`src/rtl/imem_pkg.sv`:
```
// Shared types and constants for the instruction-memory controller.
package imem_pkg;

    localparam int ADDR_W           = 8;
    localparam int INST_W           = 16;
    localparam int STARVE_LIMIT_DEF = 4;

    typedef enum logic [1:0] {
        IDLE  = 2'd0,
        RD_HI = 2'd1,
        RD_LO = 2'd2,
        RESP  = 2'd3
    } state_t;

endpackage

```
`src/rtl/imem_ctrl.sv`:
```
// Instruction fetch controller arbitrating a byte loader against 16-bit fetches
// on one single-port RAM. Loader path is built only when IMEM_LOAD_EN is defined.
module imem_ctrl
    import imem_pkg::*;
#(
    parameter int STARVE_LIMIT = STARVE_LIMIT_DEF
) (
    input  logic              clk,
    input  logic              rst,
    input  logic              fetch_req,
    input  logic [ADDR_W-1:0] fetch_pc,
    output logic              fetch_ack,
    output logic              fetch_valid,
    output logic [INST_W-1:0] fetch_inst,
    input  logic              ld_valid,
    input  logic [7:0]        ld_data,
    output logic              ld_ready,
    input  logic              ld_restart,
    output logic [ADDR_W-1:0] ld_addr,
    output logic              mem_en,
    output logic              mem_we,
    output logic [ADDR_W-1:0] mem_addr,
    output logic [7:0]        mem_wdata,
    input  logic [7:0]        mem_rdata
);

    state_t            state, state_nxt;
    logic              idle;
    logic              fetch_grant;
    logic              ld_grant;
    logic [ADDR_W-1:0] ld_waddr;
    logic [ADDR_W-1:0] pc_q;
    logic [ADDR_W-1:0] pc_inc;
    logic [7:0]        hi_byte;
    logic [INST_W-1:0] inst_q;

    // Grants are only issued out of reset, since state already reads IDLE while rst is high.
    assign idle   = (state == IDLE) && !rst;
    assign pc_inc = pc_q + ADDR_W'(1);

`ifdef IMEM_LOAD_EN
    localparam int CNT_W = $clog2(STARVE_LIMIT + 1);

    logic [CNT_W-1:0]  starve_cnt;
    logic [ADDR_W-1:0] ld_addr_q;
    logic              starved;

    assign starved  = fetch_req && (starve_cnt >= CNT_W'(STARVE_LIMIT));
    assign ld_grant = idle && ld_valid && !starved;
    // Restart takes effect before a coincident write lands.
    assign ld_waddr = ld_restart ? '0 : ld_addr_q;
    assign ld_ready = ld_grant;
    assign ld_addr  = ld_addr_q;

    always_ff @(posedge clk or posedge rst) begin
        if (rst) begin
            ld_addr_q  <= '0;
            starve_cnt <= '0;
        end else begin
            if (ld_grant)
                ld_addr_q <= ld_waddr + ADDR_W'(1);
            else if (ld_restart)
                ld_addr_q <= '0;
            if (!fetch_req || fetch_grant)
                starve_cnt <= '0;
            else if (ld_grant)
                starve_cnt <= starve_cnt + CNT_W'(1);
        end
    end
`else
    logic unused_ld;

    assign ld_grant  = 1'b0;
    assign ld_waddr  = '0;
    assign ld_ready  = 1'b0;
    assign ld_addr   = '0;
    assign unused_ld = ^{ld_valid, ld_data, ld_restart, (STARVE_LIMIT > 0)};
`endif

    assign fetch_grant = idle && fetch_req && !ld_grant;
    assign fetch_ack   = fetch_grant;

    always_comb begin
        state_nxt = state;
        case (state)
            IDLE:    if (fetch_grant) state_nxt = RD_HI;
            RD_HI:   state_nxt = RD_LO;
            RD_LO:   state_nxt = RESP;
            RESP:    state_nxt = IDLE;
            default: state_nxt = IDLE;
        endcase
    end

    always_ff @(posedge clk or posedge rst) begin
        if (rst) begin
            state  <= IDLE;
            inst_q <= '0;
        end else begin
            state <= state_nxt;
            if (state == RESP)
                inst_q <= {hi_byte, mem_rdata};
        end
    end

    // Datapath captures: pc at acceptance, high byte one cycle after its read address.
    always_ff @(posedge clk) begin
        if (fetch_grant)
            pc_q <= fetch_pc;
        if (state == RD_LO)
            hi_byte <= mem_rdata;
    end

    // Low byte arrives from the RAM in RESP, so the response is presented combinationally there.
    assign fetch_valid = (state == RESP);
    assign fetch_inst  = (state == RESP) ? {hi_byte, mem_rdata} : inst_q;

    always_comb begin
        mem_en    = 1'b0;
        mem_we    = 1'b0;
        mem_addr  = '0;
        mem_wdata = '0;
        if (ld_grant) begin
            mem_en    = 1'b1;
            mem_we    = 1'b1;
            mem_addr  = ld_waddr;
            mem_wdata = ld_data;
        end else if (state == RD_HI) begin
            mem_en   = 1'b1;
            mem_addr = pc_q;
        end else if (state == RD_LO) begin
            mem_en   = 1'b1;
            mem_addr = pc_inc;
        end
    end

endmodule

```
`config.mk`:
```
export PLATFORM = sky130hd
export DESIGN_NAME = imem_ctrl
export DESIGN_NICKNAME = d
export VERILOG_FILES = /design/src/rtl/imem_pkg.sv /design/src/rtl/imem_ctrl.sv
export SDC_FILE = /design/constraint.sdc
export NUM_CORES = 1
export LEC_CHECK = 0
export CORE_UTILIZATION = 30
export CTS_CLUSTER_SIZE = 16
export DETAILED_ROUTE_END_ITERATION = 7
export GPL_TIMING_DRIVEN = 1
export SYNTH_ARGS = -nofsm -noshare
export SYNTH_HDL_FRONTEND = slang
export SYNTH_SLANG_ARGS = --single-unit
```
`constraint.sdc`:
```
create_clock -name clk -period 4.2 [get_ports clk]
set_input_delay 0.84 -clock clk [delete_from_list [all_inputs] [get_ports clk]]
set_output_delay 0.84 -clock clk [all_outputs]
set_load 0.01 [all_outputs]
```
==> results of run 1 <==
-- critical path, stage by stage (launching register included) --
cell	delay, ns
sky130_fd_sc_hd__dfrtp_1	0.41
sky130_fd_sc_hd__inv_1	0.13
sky130_fd_sc_hd__ha_1	0.17
sky130_fd_sc_hd__buf_4	0.25
sky130_fd_sc_hd__nand2b_4	0.10
sky130_fd_sc_hd__or4_1	0.50
sky130_fd_sc_hd__nand3_1	0.09
sky130_fd_sc_hd__clkdlybuf4s50_1	0.53
-- worst max-delay path by stage --
| stage | from | to | depth (start not counted) |
|---|---|---|---|
| floorplan | state[0]$_DFFE_PP0P_ | mem_addr[7] | 6 |
| global placement | rst | fetch_ack | 3 |
| detailed placement | rst | fetch_ack | 3 |
| CTS | state[0]$_DFFE_PP0P_ | mem_addr[5] | 7 |
| global route | state[0]$_DFFE_PP0P_ | mem_addr[7] | 7 |
| finish | state[0]$_DFFE_PP0P_ | mem_addr[7] | 7 |
-- through the flow --
| step | total power, mW | instance area, um2 |
|---|---|---|
| 2_1_floorplan | 0.959 | 1670 |
| 3_3_place_gp | 1.31 | 2050 |
| 3_5_place_dp | 1.34 | 2050 |
| 4_1_cts | 1.60 | 2140 |
| 5_1_grt | 1.68 | 2140 |
| 6_report | 1.57 | 2140 |
-- logic make-up after synthesis --
logic type               Yosys count
AO/OA/AOI/OAI                     11
buffers and inverters             27
multiplexers                      18
AND/OR/NAND/NOR                   25
other                              1
flip-flops                        34
adder cells (fa/ha/maj)            6
-- registers in the layout, summed over array words and instances, names as in the netlist --
signal,cells
inst_q,16
hi_byte,8
pc_q,8
state,2
-- synth_stat cells --
cell                        n  area [um2]
sky130_fd_sc_hd__a21oi_1    2        10.0
sky130_fd_sc_hd__and3b_1    1        8.76
sky130_fd_sc_hd__buf_2      2        10.0
sky130_fd_sc_hd__buf_4     19         143
sky130_fd_sc_hd__buf_6      1        11.3
sky130_fd_sc_hd__conb_1     1        3.75
sky130_fd_sc_hd__dfrtp_1   18         450
sky130_fd_sc_hd__edfxtp_1  16         480
sky130_fd_sc_hd__ha_1       6        75.1
sky130_fd_sc_hd__inv_1      5        18.8
sky130_fd_sc_hd__mux2_2    17         191
sky130_fd_sc_hd__mux2i_1    1        10.0
sky130_fd_sc_hd__nand2_1    7        26.3
sky130_fd_sc_hd__nand2b_1   2        12.5
sky130_fd_sc_hd__nand2b_4   1        13.8
sky130_fd_sc_hd__nand3_1    6        30.0
sky130_fd_sc_hd__nand4_1    1        6.26
sky130_fd_sc_hd__nor2_1     1        3.75
sky130_fd_sc_hd__nor2b_1    1        6.26
sky130_fd_sc_hd__o211ai_1   3        22.5
sky130_fd_sc_hd__o21ai_0    6        30.0
sky130_fd_sc_hd__or3_2      2        15.0
sky130_fd_sc_hd__or4_1      3        22.5
-- final cells by class --
| class | count | area (um2) | share of cell area |
|---|---|---|---|
| tap | 70 | 87.6 | 0.0409 |
| timing repair buffer | 46 | 458 | 0.214 |
| clock inverter | 2 | 12.5 | 0.00584 |
| clock buffer | 6 | 82.6 | 0.0386 |
| sequential | 34 | 931 | 0.435 |
| multi-input combinational | 78 | 552 | 0.258 |
| inverter | 5 | 18.8 | 0.00876 |
-- layer usage --
| layer | vias up | share of wire | global-route usage |
|---|---|---|---|
| met1 | 496 | 0.40 | 0.140 |
| met3 | 6 | 0.11 | 0.0455 |
| met4 | 0 | 0.011 | 0.0335 |
| li1 | 484 | - | - |
| met5 | - | 0 | 0 |
| met2 | 74 | 0.48 | 0.216 |
-- power by group through the flow --
stage / registers [mW] / logic [mW] / clock network [mW]
finish: 0.519 / 0.805 / 0.246
global route: 0.534 / 0.881 / 0.267
CTS: 0.522 / 0.819 / 0.258
detailed placement: 0.529 / 0.810 / 0
global placement: 0.521 / 0.789 / 0
floorplan: 0.515 / 0.444 / 0
==> results.md, run 1 <==
* Outcome: completed
* Flop and latch count out of synthesis at 34
* Via count normalized by instance count at ~4.4
* Wire length reported by the detailed router at 3130 um
* Net count reported at finish at a little over 200
* Worst hold slack across all endpoints at 0.498 ns
* Total negative slack at 0 ns
* Slew headroom at 0.471
* Proportion of power drawn by combinational gates at 0.513
* Critical R2R Capture: state[1]$_DFFE_PP0P_
* Crit path max fanout at 17
* Number of antenna violations at the first check in global routing at 0
* Final estimated routing congestion in global placement at roughly 0.87
* Signed area change from the synthesized netlist to the final layout at 33.7%
* Final period util at 0.787
* Commonest non-fill, non-tap cells in the layout: sky130_fd_sc_hd__clkdlybuf4s50_1, sky130_fd_sc_hd__conb_1, sky130_fd_sc_hd__dfrtp_1
* Number of detailed-route iterations in the first pass at 5
* Synth Instances at 122
* Number of max-cap violations at 0
* Share of cell area taken by muxes after synthesis at 0.126
* Later-pin clock latency in the skew report at about 0.28 ns
* Wire length of the first global-routing pass at approximately 5000 um
* Iteration-0 DRC Markers at 44
* Final-layout fill cell count at 494
* Highest clock rate at around 0.3 GHz
* Flop pwr share at 0.331
* Final Max Slew Viols at 0
* Count of unique library cells instantiated by Yosys at 23
* Post-cts repair resize count at 0
* Cell area after synthesis at 1600 um2
* Clock power frac at 0.157
* Final routed wire length divided by cell count at around 13 um
* Worst clock skew at around 0.008 ns
* Global-route usage over all layers at 0.123
* Endpoint of the worst hold-timing path: inst_q[6]$_DFF_PP0_
* Via count of the routed design at approximately 1100
* Clock buffers created by TritonCTS at 5
* Antenna cells at 0
* Via count of the first global-routing pass at ~1100
* Crit path setup slack, layout at slightly below 0.9 ns
* Worst reg2reg setup slack at 2.38 ns
* R2R depth at 5
* Final routed DRC violation total at 0
* Clock transition time at the flip-flop clock pins of the worst setup and hold paths at 0.07 ns
* Hold Path Stages at 1
* Warnings, synthesis at 0
* Clock tree from TritonCTS: built
* Synth Area in XOR/XNOR at 0
* CTS root buf: sky130_fd_sc_hd__clkbuf_8
* GR Overflow Total at 0
* Final-report hold violation count at 0
* Die extent in x at 75.1 um
* Unrepaired setup endpoints after global routing: no
* Dominant combinational cell family by area after synthesis: multiplexers
* Crit Path Category: flop to output pin
* Input/output buffers at 45
* Complex-gate fraction of the synthesized area at 0.0391
* Total net switching power at around 0.5 mW
* Commonest non-fill, non-tap cell in the layout: sky130_fd_sc_hd__clkdlybuf4s50_1
* Worst hold path class: flop to flop
* Share of cells above drive strength 1 at 0.170
* Final critical delay including setup and external delays at about 3.3 ns
* Part of the Yosys area used for sequential elements at 0.581
* Cell-internal power at between 1 and 1.5 mW
* Maximum number of pins on one net before global-route repair at 19
* Clock buffer depth at 2
* Reg-to-reg critical path startpoint: state[0]$_DFFE_PP0P_
* Level count of the clock H-tree at 2
* Type of origin of the critical path: flop
* Max rail drop VDD at between 0.0003 and 0.0004 V
* Synth Area per Inst at 13.1 um2
* Hold path startpoint: inst_q[6]$_DFF_PP0_
* Number of routed nets with antenna violations at 0
* Final core utilization at 0.417
* Leak pwr at around 0.85 nW
* Std cell rows at 26
* Hold Buf Count CTS at 0
* Placeable core area at just over 5000 um2
* Simple-gate portion of the synthesized area at 0.0906
* Worst slack at placement at approximately 1 ns
* Estimated wirelength of the detail-placed design at 2330 um
* Final cell count without fillers at ~240
* Area share of fa/ha/maj cells after synthesis at 0.0469
* Initial Util at 0.312
* Arrival time at the worst endpoint at roughly 2.5 ns
* Sw frac at 0.326
* Data required time of the critical path at approximately 3.4 ns
* Die ar. at 5630 um2
* Vertical die dimension at ~75 um
* Endpoint kind of the worst setup timing path: output pin
* I/O Pins at 74
* Post-CTS setup buffer count at 0
* Final setup fails at 0
* Pwr/cell area at approximately 730 nW/um2
* Measured slew at the worst slew-check pin at roughly 0.8 ns
* Number of clock sinks at 34
* Placed insts at roughly 230
(Power assumes the default switching activity.)
==> run 2: changes to the inputs <==
- clock period: 4.2 -> 3.26 ns (I/O delays scaled with it)
==> run 2 against run 1 <==
Register-to-register slack worse by 0.83 ns. Critical path type unchanged. Combinational power is 28% higher. Critical path depth is 1 lower. Worst hold slack hardly changed.
==> results.md, run 2 (synthesized netlist as in run 1, its figures left out) <==
* Placeable core area at 5140 um2 (unchanged)
* Crit path setup slack, layout at 0.204 ns (was 0.895 ns)
* Net count reported at finish at 207 (was 205)
* Std cell rows at 26 (unchanged)
* Commonest non-fill, non-tap cell in the layout: sky130_fd_sc_hd__clkdlybuf4s50_1 (unchanged)
* Arrival time at the worst endpoint at 2.40 ns (was 2.46 ns)
* Highest clock rate at about 0.33 GHz
* Outcome: completed (unchanged)
* Via count normalized by instance count at 4.44 (was 4.40)
* Final-layout fill cell count at 496 (was 494)
* Post-cts repair resize count at 0 (unchanged)
* Crit Path Category: flop to output pin (unchanged)
* Estimated wirelength of the detail-placed design at 2280 um (was 2330 um)
* Global-route usage over all layers at 0.122 (was 0.123)
* CTS root buf: sky130_fd_sc_hd__clkbuf_8 (unchanged)
* Worst path cell trace: inv_1 -> ha_1 -> nand2b_4 -> or4_1 -> nand3_1 -> clkdlybuf4s50_1 (was inv_1 -> ha_1 -> buf_4 -> nand2b_4 -> or4_1 -> nand3_1 -> clkdlybuf4s50_1)
* Pwr/cell area at 936 nW/um2 (was 733 nW/um2)
* Number of buffers and inverters on the critical path at 2 (was 3)
* Final critical delay including setup and external delays at 3.06 ns
* Final cell count without fillers at 243 (was 241)
* GR Overflow Total at 0 (unchanged)
* Post-CTS setup buffer count at 0 (unchanged)
* Measured slew at the worst slew-check pin at 0.683 ns (was 0.793 ns)
* Final Max Slew Viols at 0 (unchanged)
* Share of cells above drive strength 1 at 0.179 (was 0.170)
* Total area of multi-input combinational cells at 552 um2 (unchanged)
* Final-report hold violation count at 0 (unchanged)
* Worst clock skew at 0.00435 ns (was 0.00795 ns)
* Delay of the slowest critical-path stage at 0.54 ns (was 0.53 ns)
* Final setup fails at 0 (unchanged)
* Biggest register: inst_q (unchanged)
* Clock transition time at the flip-flop clock pins of the worst setup and hold paths at 0.07 ns (about the same)
* R2R depth at 6 (was 5)
* Max FFs per register at 16 (unchanged)
* I/O Pins at 74 (unchanged)
* Worst slack at placement at 0.504 ns (was 0.978 ns)
* Placed insts at 235 (was 233)
* Clock buffer depth at 2 (unchanged)
* Data required time of the critical path at 2.61 ns (was 3.36 ns)
* Iteration-0 DRC Markers at 38 (was 44)
* Overall Power at 2.02 mW (was 1.57 mW)
* Total negative slack at 0 ns (unchanged)
* Top Registers: inst_q (16), hi_byte (8), pc_q (8) (unchanged)
* Die ar. at 5630 um2 (unchanged)
* Wire length of the first global-routing pass at 4890 um (was 5040 um)
* Vertical die dimension at 75.1 um (unchanged)
* Slowest stage cell on the critical path: sky130_fd_sc_hd__clkdlybuf4s50_1 (unchanged)
* Final period util at 0.937
* Level count of the clock H-tree at 2 (unchanged)
* Unrepaired setup endpoints after global routing: no (unchanged)
* Final routed wire length divided by cell count at 12.5 um (was 13.0 um)
* Endpoint of the worst hold-timing path: inst_q[12]$_DFF_PP0_ (was inst_q[6]$_DFF_PP0_)
* Final estimated routing congestion in global placement at 0.827 (was 0.874)
* Antenna cells at 0 (unchanged)
* Maximum number of pins on one net before global-route repair at 19 (unchanged)
* Number of max-cap violations at 0 (unchanged)
* Hold Path Stages at 1 (unchanged)
* Wire length reported by the detailed router at 3030 um (was 3130 um)
* Via count of the routed design at 1079 (was 1060)
* Signed area change from the synthesized netlist to the final layout at 34.7% (was 33.7%)
* Number of antenna violations at the first check in global routing at 0 (unchanged)
* Clock tree from TritonCTS: built (unchanged)
* Number of clock sinks at 34 (unchanged)
* Die extent in x at 75.1 um (unchanged)
* Worst hold path class: flop to flop (unchanged)
* Critical R2R Capture: state[1]$_DFFE_PP0P_ (unchanged)
* Max rail drop VDD at 0.000563 V (was 0.000393 V)
* Type of origin of the critical path: flop (unchanged)
* Number of routed nets with antenna violations at 0 (unchanged)
* Input/output buffers at 45 (unchanged)
* Hold path startpoint: hi_byte[4]$_DFFE_PP_ (was inst_q[6]$_DFF_PP0_)
* Reg-to-reg critical path startpoint: state[0]$_DFFE_PP0P_ (unchanged)
* Initial Util at 0.312 (unchanged)
* Commonest non-fill, non-tap cells in the layout: sky130_fd_sc_hd__clkdlybuf4s50_1, sky130_fd_sc_hd__conb_1, sky130_fd_sc_hd__dfrtp_1 (unchanged)
* Leak pwr at 0.862 nW (was 0.852 nW)
* Crit path max fanout at 10 (was 17)
* Final routed DRC violation total at 0 (unchanged)
* Via count of the first global-routing pass at 1040 (was 1064)
* Endpoint kind of the worst setup timing path: output pin (unchanged)
* Delay-heaviest family, CP: simple AND/OR/NAND/NOR gates (was buffers and inverters)
* Number of detailed-route iterations in the first pass at 4 (was 5)
* Hold Buf Count CTS at 0 (unchanged)
* Sequential standard cell area at 931 um2 (unchanged)
* Slew headroom at 0.544 (was 0.471)
* Later-pin clock latency in the skew report at 0.28 ns (about the same)
* Clock buffers created by TritonCTS at 5 (unchanged)
* Worst reg2reg setup slack at 1.55 ns (was 2.38 ns)
## run 2: cell count changes in the layout (fill, tap and decap cells not counted), sizes merged
cell  previous run  this run
buf              1         3
## run 2: final cells by class
type | instances | area share
Sequential cell | 34 | 0.432
Multi-Input combinational cell | 78 | 0.256
Timing Repair Buffer | 48 | 0.219
Tap cell | 70 | 0.0406
Clock buffer | 6 | 0.0383
Inverter | 5 | 0.00870
Clock inverter | 2 | 0.00580
## run 2: power by group
| group | internal (mW) | leakage (nW) | switching (mW) | total [mW] |
|---|---|---|---|---|
| logic | 0.581 | 0.457 | 0.453 | 1.03 |
| registers | 0.620 | 0.358 | 0.0483 | 0.669 |
| clock network | 0.169 | 0.0472 | 0.147 | 0.316 |
## run 2: worst max path at each step
stage                               from           to  slack, ns  cells after the start
floorplan           state[0]$_DFFE_PP0P_  mem_addr[7]       0.89                      6
global placement    state[1]$_DFFE_PP0P_  mem_addr[7]       0.55                      6
detailed placement  state[1]$_DFFE_PP0P_  mem_addr[7]       0.50                      6
CTS                 state[1]$_DFFE_PP0P_  mem_addr[7]       0.19                      6
global route        state[1]$_DFFE_PP0P_  mem_addr[7]       0.07                      6
finish              state[1]$_DFFE_PP0P_  mem_addr[7]       0.20                      6
## run 2: through the flow
step | hold slack, ns | instance area (um2) | util
finish | 0.497 | 2160 | 0.420
detailed placement | 0.484 | 2060 | 0.401
global placement | 0.476 | 2060 | 0.401
CTS | 0.502 | 2160 | 0.420
floorplan | 0.512 | 1670 | -
global route | 0.514 | 2160 | 0.420
## run 2: layer usage
layer	wire length (um)	part of all wire	global-route usage
met4	27	0.0089	0.0335
met1	1240	0.41	0.141
met3	365	0.12	0.0576
met5	0	0	0
met2	1400	0.46	0.202
